`config.mk`:
```
export PLATFORM = sky130hd
export DESIGN_NAME = wave_cmd_ctrl
export DESIGN_NICKNAME = d
export VERILOG_FILES = /design/src/rtl/wave_cmd_pkg.sv /design/src/rtl/wave_cmd_ctrl_regs.sv /design/src/rtl/wave_cmd_ctrl.sv
export SDC_FILE = /design/constraint.sdc
export NUM_CORES = 1
export LEC_CHECK = 0
export BUFFER_PORTS_ARGS = -buffer_cell sky130_fd_sc_hd__buf_2
export CAP_MARGIN = 25
export CORE_MARGIN = 5
export CORE_UTILIZATION = 45
export CTS_BUF_LIST = sky130_fd_sc_hd__clkbuf_4 sky130_fd_sc_hd__clkbuf_8
export DETAILED_ROUTE_END_ITERATION = 10
export GPL_TIMING_DRIVEN = 0
export PLACE_DENSITY = 0.73
export SLEW_MARGIN = 20
export SYNTH_ARGS = -nofsm -noshare
export SYNTH_HDL_FRONTEND = slang
export SYNTH_SLANG_ARGS = --single-unit
```
`constraint.sdc`:
```
create_clock -name clk -period 2.7 [get_ports clk]
set_clock_uncertainty 0.1 [all_clocks]
set_input_delay 0.135 -clock clk [delete_from_list [all_inputs] [get_ports clk]]
set_output_delay 0.135 -clock clk [all_outputs]
set_load 0.02 [all_outputs]
```
`src/rtl/wave_cmd_pkg.sv`:
```
// wave_cmd_pkg: shared definitions for the waveform command controller.
//   - FSM state enumeration
//   - command / response byte constants
//   - register address map and CTRL / STATUS bit positions
//   - helper to render a state as a one-hot debug vector
package wave_cmd_pkg;

  typedef enum logic [2:0] {
    IDLE     = 3'd0,
    GET_ADDR = 3'd1,
    GET_DATA = 3'd2,
    EXEC     = 3'd3,
    SEND     = 3'd4,
    WAIT_TX  = 3'd5
  } state_t;

  // Frame command bytes and response bytes
  localparam logic [7:0] CMD_WR  = 8'h57;  // 'W'
  localparam logic [7:0] CMD_RD  = 8'h52;  // 'R'
  localparam logic [7:0] RSP_ACK = 8'hAA;
  localparam logic [7:0] RSP_NAK = 8'h55;

  // Register map
  localparam logic [2:0] ADDR_CTRL    = 3'd0;
  localparam logic [2:0] ADDR_FREQ_LO = 3'd1;
  localparam logic [2:0] ADDR_FREQ_HI = 3'd2;
  localparam logic [2:0] ADDR_AMPL    = 3'd3;
  localparam logic [2:0] ADDR_STATUS  = 3'd7;

  // CTRL fields
  localparam int unsigned CTRL_RUN_BIT = 0;
  localparam int unsigned CTRL_SEL_LSB = 1;
  localparam int unsigned CTRL_SEL_MSB = 2;

  // STATUS sticky bits
  localparam int unsigned STATUS_OVR_BIT = 0;
  localparam int unsigned STATUS_TO_BIT  = 1;

  function automatic logic [7:0] state_onehot(input state_t s);
    logic [7:0] oh;
    oh    = '0;
    oh[s] = 1'b1;
    return oh;
  endfunction

endpackage

```
`src/rtl/wave_cmd_ctrl_regs.sv`:
```
// wave_cfg_regs: 8 x 8-bit configuration register bank for the waveform
// generator.
//   clk, rst_n          clock, asynchronous active-low reset
//   wr_en/wr_addr/wr_data  single-cycle register write
//   rd_addr -> rd_data  combinational read port
//   set_ovr, set_to     set the STATUS overrun / timeout sticky bits
//   wave_run, wave_sel  CTRL fields
//   freq_word           committed phase increment (FREQ_HI write commits)
//   ampl                amplitude register
module wave_cfg_regs
  import wave_cmd_pkg::*;
#(
  parameter logic [7:0] AMPL_RST = 8'h80
) (
  input  logic        clk,
  input  logic        rst_n,
  input  logic        wr_en,
  input  logic [2:0]  wr_addr,
  input  logic [7:0]  wr_data,
  input  logic [2:0]  rd_addr,
  output logic [7:0]  rd_data,
  input  logic        set_ovr,
  input  logic        set_to,
  output logic        wave_run,
  output logic [1:0]  wave_sel,
  output logic [15:0] freq_word,
  output logic [7:0]  ampl
);

  logic [7:0]  ctrl_q;
  logic [7:0]  shadow_lo_q;
  logic [15:0] freq_q;
  logic [7:0]  ampl_q;
  logic [7:0]  scratch4_q, scratch5_q, scratch6_q;
  logic        ovr_q, to_q;
  logic        status_wr;

  always_ff @(posedge clk or negedge rst_n) begin
    if (!rst_n) begin
      ctrl_q      <= '0;
      shadow_lo_q <= '0;
      freq_q      <= '0;
      ampl_q      <= AMPL_RST;
      scratch4_q  <= '0;
      scratch5_q  <= '0;
      scratch6_q  <= '0;
    end else if (wr_en) begin
      case (wr_addr)
        ADDR_CTRL:    ctrl_q      <= wr_data;
        ADDR_FREQ_LO: shadow_lo_q <= wr_data;
        // Both halves land together so the generator never sees a torn word
        ADDR_FREQ_HI: freq_q      <= {wr_data, shadow_lo_q};
        ADDR_AMPL:    ampl_q      <= wr_data;
        3'd4:         scratch4_q  <= wr_data;
        3'd5:         scratch5_q  <= wr_data;
        3'd6:         scratch6_q  <= wr_data;
        default:      ;
      endcase
    end
  end

  assign status_wr = wr_en && (wr_addr == ADDR_STATUS);

  // Write-1-to-clear; a new event in the same cycle as a clear keeps the bit
  // set so no event is lost.
  always_ff @(posedge clk or negedge rst_n) begin
    if (!rst_n) begin
      ovr_q <= 1'b0;
      to_q  <= 1'b0;
    end else begin
      ovr_q <= set_ovr | (ovr_q & ~(status_wr & wr_data[STATUS_OVR_BIT]));
      to_q  <= set_to  | (to_q  & ~(status_wr & wr_data[STATUS_TO_BIT]));
    end
  end

  // FREQ_LO/HI read back the committed word, never the shadow
  always_comb begin
    rd_data = '0;
    case (rd_addr)
      ADDR_CTRL:    rd_data = ctrl_q;
      ADDR_FREQ_LO: rd_data = freq_q[7:0];
      ADDR_FREQ_HI: rd_data = freq_q[15:8];
      ADDR_AMPL:    rd_data = ampl_q;
      3'd4:         rd_data = scratch4_q;
      3'd5:         rd_data = scratch5_q;
      3'd6:         rd_data = scratch6_q;
      ADDR_STATUS: begin
        rd_data[STATUS_OVR_BIT] = ovr_q;
        rd_data[STATUS_TO_BIT]  = to_q;
      end
      default:      rd_data = '0;
    endcase
  end

  assign wave_run  = ctrl_q[CTRL_RUN_BIT];
  assign wave_sel  = ctrl_q[CTRL_SEL_MSB:CTRL_SEL_LSB];
  assign freq_word = freq_q;
  assign ampl      = ampl_q;

endmodule

```
`src/rtl/wave_cmd_ctrl.sv`:
```
// wave_cmd_ctrl: byte-framed command parser between the UART transceiver and
// the waveform generator. Parses W addr data / R addr frames, drives the
// configuration register bank and returns one response byte per command.
//   clk, rst_n         clock, asynchronous active-low reset
//   rx_done, rx_data   received byte strobe and data
//   tx_done            transmitter finished the current byte
//   tx_data, tx_wr     response byte and one-cycle transmit strobe
//   wave_run, wave_sel, freq_word, ampl   generator configuration
//   err_o              one-cycle pulse on overrun or inter-byte timeout
//   state_o            one-hot FSM state for debug LEDs
module wave_cmd_ctrl
  import wave_cmd_pkg::*;
#(
  parameter int unsigned FCLK        = 50000000,
  parameter int unsigned TIMEOUT_CYC = 2500000,
  parameter logic [7:0]  AMPL_RST    = 8'h80
) (
  input  logic        clk,
  input  logic        rst_n,
  input  logic        rx_done,
  input  logic [7:0]  rx_data,
  input  logic        tx_done,
  output logic [7:0]  tx_data,
  output logic        tx_wr,
  output logic        wave_run,
  output logic [1:0]  wave_sel,
  output logic [15:0] freq_word,
  output logic [7:0]  ampl,
  output logic        err_o,
  output logic [7:0]  state_o
);

  localparam int unsigned CNT_W = $clog2(TIMEOUT_CYC + 1);
  localparam logic [CNT_W-1:0] TO_MAX = CNT_W'(TIMEOUT_CYC);

  if (FCLK == 0 || TIMEOUT_CYC == 0) begin : g_param_check
    $error("wave_cmd_ctrl: FCLK and TIMEOUT_CYC must be nonzero");
  end

  state_t           state_q, state_d;
  logic             cmd_wr_q;
  logic [7:0]       addr_q;
  logic [7:0]       data_q;
  logic [CNT_W-1:0] to_cnt_q;

  logic       rx_is_cmd;
  logic       in_frame;
  logic       timeout_hit;
  logic       overrun;
  logic       addr_ok;
  logic       reg_wr_en;
  logic [7:0] reg_rd_data;
  logic [7:0] exec_rsp;

  assign rx_is_cmd   = (rx_data == CMD_WR) || (rx_data == CMD_RD);
  assign in_frame    = (state_q == GET_ADDR) || (state_q == GET_DATA);
  // A byte arriving on the expiry cycle takes priority over the timeout
  assign timeout_hit = in_frame && !rx_done && (to_cnt_q == TO_MAX);
  assign overrun     = rx_done &&
                       ((state_q == EXEC) || (state_q == SEND) || (state_q == WAIT_TX));
  assign addr_ok     = (addr_q[7:3] == '0);
  assign exec_rsp    = !addr_ok ? RSP_NAK : (cmd_wr_q ? RSP_ACK : reg_rd_data);

  // ---------------- FSM: state register ----------------
  always_ff @(posedge clk or negedge rst_n) begin
    if (!rst_n) state_q <= IDLE;
    else        state_q <= state_d;
  end

  // ---------------- FSM: next state ----------------
  always_comb begin
    state_d = state_q;
    case (state_q)
      IDLE: begin
        if (rx_done) state_d = rx_is_cmd ? GET_ADDR : SEND;
      end
      GET_ADDR: begin
        if (rx_done)          state_d = cmd_wr_q ? GET_DATA : EXEC;
        else if (timeout_hit) state_d = IDLE;
      end
      GET_DATA: begin
        if (rx_done)          state_d = EXEC;
        else if (timeout_hit) state_d = IDLE;
      end
      EXEC:    state_d = SEND;
      SEND:    state_d = WAIT_TX;
      WAIT_TX: begin
        if (tx_done) state_d = IDLE;
      end
      default: state_d = IDLE;
    endcase
  end

  // ---------------- FSM: outputs ----------------
  always_comb begin
    tx_wr     = (state_q == SEND);
    reg_wr_en = (state_q == EXEC) && cmd_wr_q && addr_ok;
    state_o   = state_onehot(state_q);
  end

  // ---------------- frame capture, response, timeout, error ----------------
  always_ff @(posedge clk or negedge rst_n) begin
    if (!rst_n) begin
      cmd_wr_q <= 1'b0;
      addr_q   <= '0;
      data_q   <= '0;
      tx_data  <= '0;
      err_o    <= 1'b0;
    end else begin
      err_o <= overrun | timeout_hit;
      if (rx_done && (state_q == IDLE)) begin
        cmd_wr_q <= (rx_data == CMD_WR);
        // Unknown command byte: the NAK goes straight out without EXEC
        if (!rx_is_cmd) tx_data <= RSP_NAK;
      end
      if (rx_done && (state_q == GET_ADDR)) addr_q <= rx_data;
      if (rx_done && (state_q == GET_DATA)) data_q <= rx_data;
      if (state_q == EXEC) tx_data <= exec_rsp;
    end
  end

  // Inter-byte timer: runs only inside a frame, restarts on every byte
  always_ff @(posedge clk or negedge rst_n) begin
    if (!rst_n) begin
      to_cnt_q <= '0;
    end else if (!in_frame || rx_done) begin
      to_cnt_q <= '0;
    end else if (to_cnt_q != TO_MAX) begin
      to_cnt_q <= to_cnt_q + 1'b1;
    end
  end

  wave_cfg_regs #(
    .AMPL_RST (AMPL_RST)
  ) u_regs (
    .clk       (clk),
    .rst_n     (rst_n),
    .wr_en     (reg_wr_en),
    .wr_addr   (addr_q[2:0]),
    .wr_data   (data_q),
    .rd_addr   (addr_q[2:0]),
    .rd_data   (reg_rd_data),
    .set_ovr   (overrun),
    .set_to    (timeout_hit),
    .wave_run  (wave_run),
    .wave_sel  (wave_sel),
    .freq_word (freq_word),
    .ampl      (ampl)
  );

endmodule

```
==> impl_results.md <==
* DR top layer: met4
* Sink Count at 117
* YS warnings at 0
* Core Footprint at roughly 0.012 mm2
* Distinct cells, synth at 59
* FP Rows at between 40 and 50
* Status: finished, final reports clean
* Largest area contributor in the netlist: dfrtp_1
* Starting Density at 0.453
* I/O pin count at between 50 and 60
* Setup crit end kind: register
* Post-synthesis cell area at 0.00564 mm2
* Async SR Flop Fraction at 1.00
* Syn nets at 475
* Met3 wire len at approximately 520 um
* N_diodes at 0
* Overall fraction of global-route tracks in use at 0.195
* WL/cell at 18.3 um
* Total Die Area at 0.0149 mm2
* DR vias at 4099
* Clock transition at path regs at 70 ps
* Number of nets in the finished design at 561
* Port bufs at 55
* Register bit total from synthesis at 117
* H-tree levels at 4
* Seq pwr share at 0.416
* Slew margin rel. at 0.463
* Largest net degree at the start of global routing at between 70 and 80
* Critical path's slowest cell: clkbuf_1
* Final Cycle Share at 0.943
* Post-Syn Area per Cell at 12.2 um2
* First-pass GRT wire length at 22300 um
* Int Power at ~3.4 mW
* Worst path required time at 2900 ps
* CP bufs+invs at 3
* Static Leak at 3.17 nW
* Unrepaired setup endpoints after global routing: no
* Met2 wire len at ~6700 um
* Postcts setup bufs at 0
* Crit-path cells: clkbuf_1, clkbuf_1, buf_2, mux2i_1, o2bb2ai_1, a211oi_1, o2bb2ai_1
* Psw at between 1.5 and 2 mW
* Syn Inst Count at 461
* Sum Neg Setup Slack at 0 ps
* Worst path max stage delay at about 530 ps
* Cell Area, Placed at 0.00617 mm2
* Hold Violations, Final at 0
* Power Density at a little under 800 mW/mm2
* 1st-pass router iterations at 5
* Clk_lat worst skew at 430 ps
* Total Power at 5.19 mW
* Min cycle time layout at ~2500 ps
* Number of synthesized flops with an enable pin at 0
* Max-Cap Viols at 0
* CP max FO at 10
* VDD IR max at between 0.5 and 0.6 mV
* Post-synthesis sequential area ratio at 0.519
* Commonest non-fill, non-tap cell in the layout: dfrtp_1
* DR DRC count at 0
* Vias in the first global route at 4271
* Slew @ Worst Pin at 798 ps
* Die height at 122 um
* Share of cells above drive strength 1 at 0.357
* Most frequent cells in the layout: dfrtp_1 (116), mux2_2 (78), buf_2 (59)
* Initial DRC Count at 357
* Main flop type after synthesis: dfrtp_1
* GRT overflow at 0
* Root Driver: clkbuf_8
* Die width at ~120 um
* Place WS at 221 ps
* Switching part of the total at 0.345
* Drt total wl at 13400 um
* Crit path DAT at 2750 ps
* Final Util at 0.538
* Clk buf depth at 2
* Initial antenna violation count at 0
* Min-Delay Path Class: in2async
* CTS tree: done
* CP delay by family, top: buffers and inverters
* # setup viols final at 0
* Vias/cell at 5.60
* Clock group share of total power at 0.331
* Total CTS buffers at 17
* Area delta synth->final at 18.8%
* Post-route setup slack at between 150 and 200 ps
* Combinational Power Share at 0.253
* Slew Viols, Final at 0
* Top-area cell type share of the netlist area at 0.514
* FMAX at around 390 MHz
* M1 wire length at 5990 um
* GPL Wtd Cong at 0.876
* Antenna viol nets, final at 0
* Final Cell Area at between 0.006 and 0.007 mm2
* Worst setup SP type: register
* Class of the most critical setup path: reg2reg
* DP Wirelength at ~9500 um
* Synth area leaders: dfrtp_1 (51%), mux2_2 (16%), mux2_4 (2.7%)
-- sequential cells by signal, summed over array words and instances (netlist names) --
signal,cells
u_regs.ovr_q,1
u_regs.ctrl_q,8
to_cnt_q,22
addr_q,8
u_regs.scratch6_q,8
u_regs.to_q,1
tx_data,8
u_regs.scratch4_q,8
err_o,1
u_regs.ampl,8
state_q,3
u_regs.scratch5_q,8
u_regs.freq_word,16
data_q,8
u_regs.shadow_lo_q,8
cmd_wr_q,1
-- cells by family after synthesis --
family,count (synthesis),share of synthesized area
flip-flops,117,0.519
AND/OR/NAND/NOR,134,0.139
buffers and inverters,36,0.0293
adder cells (fa/ha/maj),2,0.00443
AO/OA/AOI/OAI,59,0.0760
XOR/XNOR,12,0.0186
multiplexers,101,0.214
-- power groups by stage --
stage	sequential, mW	combinational (mW)	clock [mW]
2_1_floorplan	2.12	0.906	0
3_3_place_gp	2.19	1.25	0
3_5_place_dp	2.20	1.29	0
4_1_cts	2.17	1.31	1.75
5_1_grt	2.20	1.43	1.84
6_report	2.16	1.31	1.72
-- path summary, 6_finish.rpt --
check / start / endpoint / slack, ps / cells past startpoint
min reg2reg: u_regs.ovr_q$_DFF_PN0_ / u_regs.ovr_q$_DFF_PN0_ / 390 / 1
max: addr_q[1]$_DFFE_PN0P_ / tx_data[3]$_DFFE_PN0P_ / 150 / 7
max in group asynchronous: rst_n / u_regs.ampl[4]$_DFFE_PN0P_ / 1700 / 3
min: rst_n / to_cnt_q[19]$_DFFE_PN0N_ / 90 / 2
min in group clk: u_regs.ovr_q$_DFF_PN0_ / u_regs.ovr_q$_DFF_PN0_ / 390 / 1
max reg2reg: addr_q[1]$_DFFE_PN0P_ / tx_data[3]$_DFFE_PN0P_ / 150 / 7
-- cell usage after synthesis (4+ instances only) --
cell type / instances
mux2_4: 10
nor4_1: 4
clkbuf_1: 14
o211ai_1: 10
inv_1: 10
nor2_1: 29
a22oi_1: 4
and3_1: 5
nand2_1: 22
nand3_1: 11
or4_1: 11
a22o_1: 4
a21oi_1: 10
xor2_1: 6
xnor2_1: 6
nor3_1: 8
dfrtp_1: 116
nor2b_1: 9
a211oi_1: 5
nand4_1: 7
buf_2: 5
mux2i_1: 9
mux2_2: 78
o21ai_0: 6
mux4_2: 4
nand2b_1: 6
-- per-layer routing --
metal	global-route usage	vias up
met4	0.0595	0
met5	0	-
met3	0.0525	14
met1	0.251	2096
li1	-	1877
met2	0.323	112
-- layout make-up --
cell class              count  area [um2]
plain buffers              26         128
inverters                  10        37.5
multi-input cells         308        2550
well taps                 172         215
clock inverters            11         149
repair buffers             67         419
clock buffers              21         277
flip-flops and latches    117        2930
fillers                  1096        5760
-- metrics by stage --
stage	instances	hold WS, ps
floorplan	461	-261
global placement	688	281
detailed placement	689	-21.7
CTS	732	76.8
global route	732	107
finish	732	92.9
-- what timing repair did --
action | CTS | global route
endpoints found under the hold margin | 136 | 0
hold buffers | 11 | 0
resized for setup | 0 | 0
No activity file was read; power rests on OpenSTA's default activity.
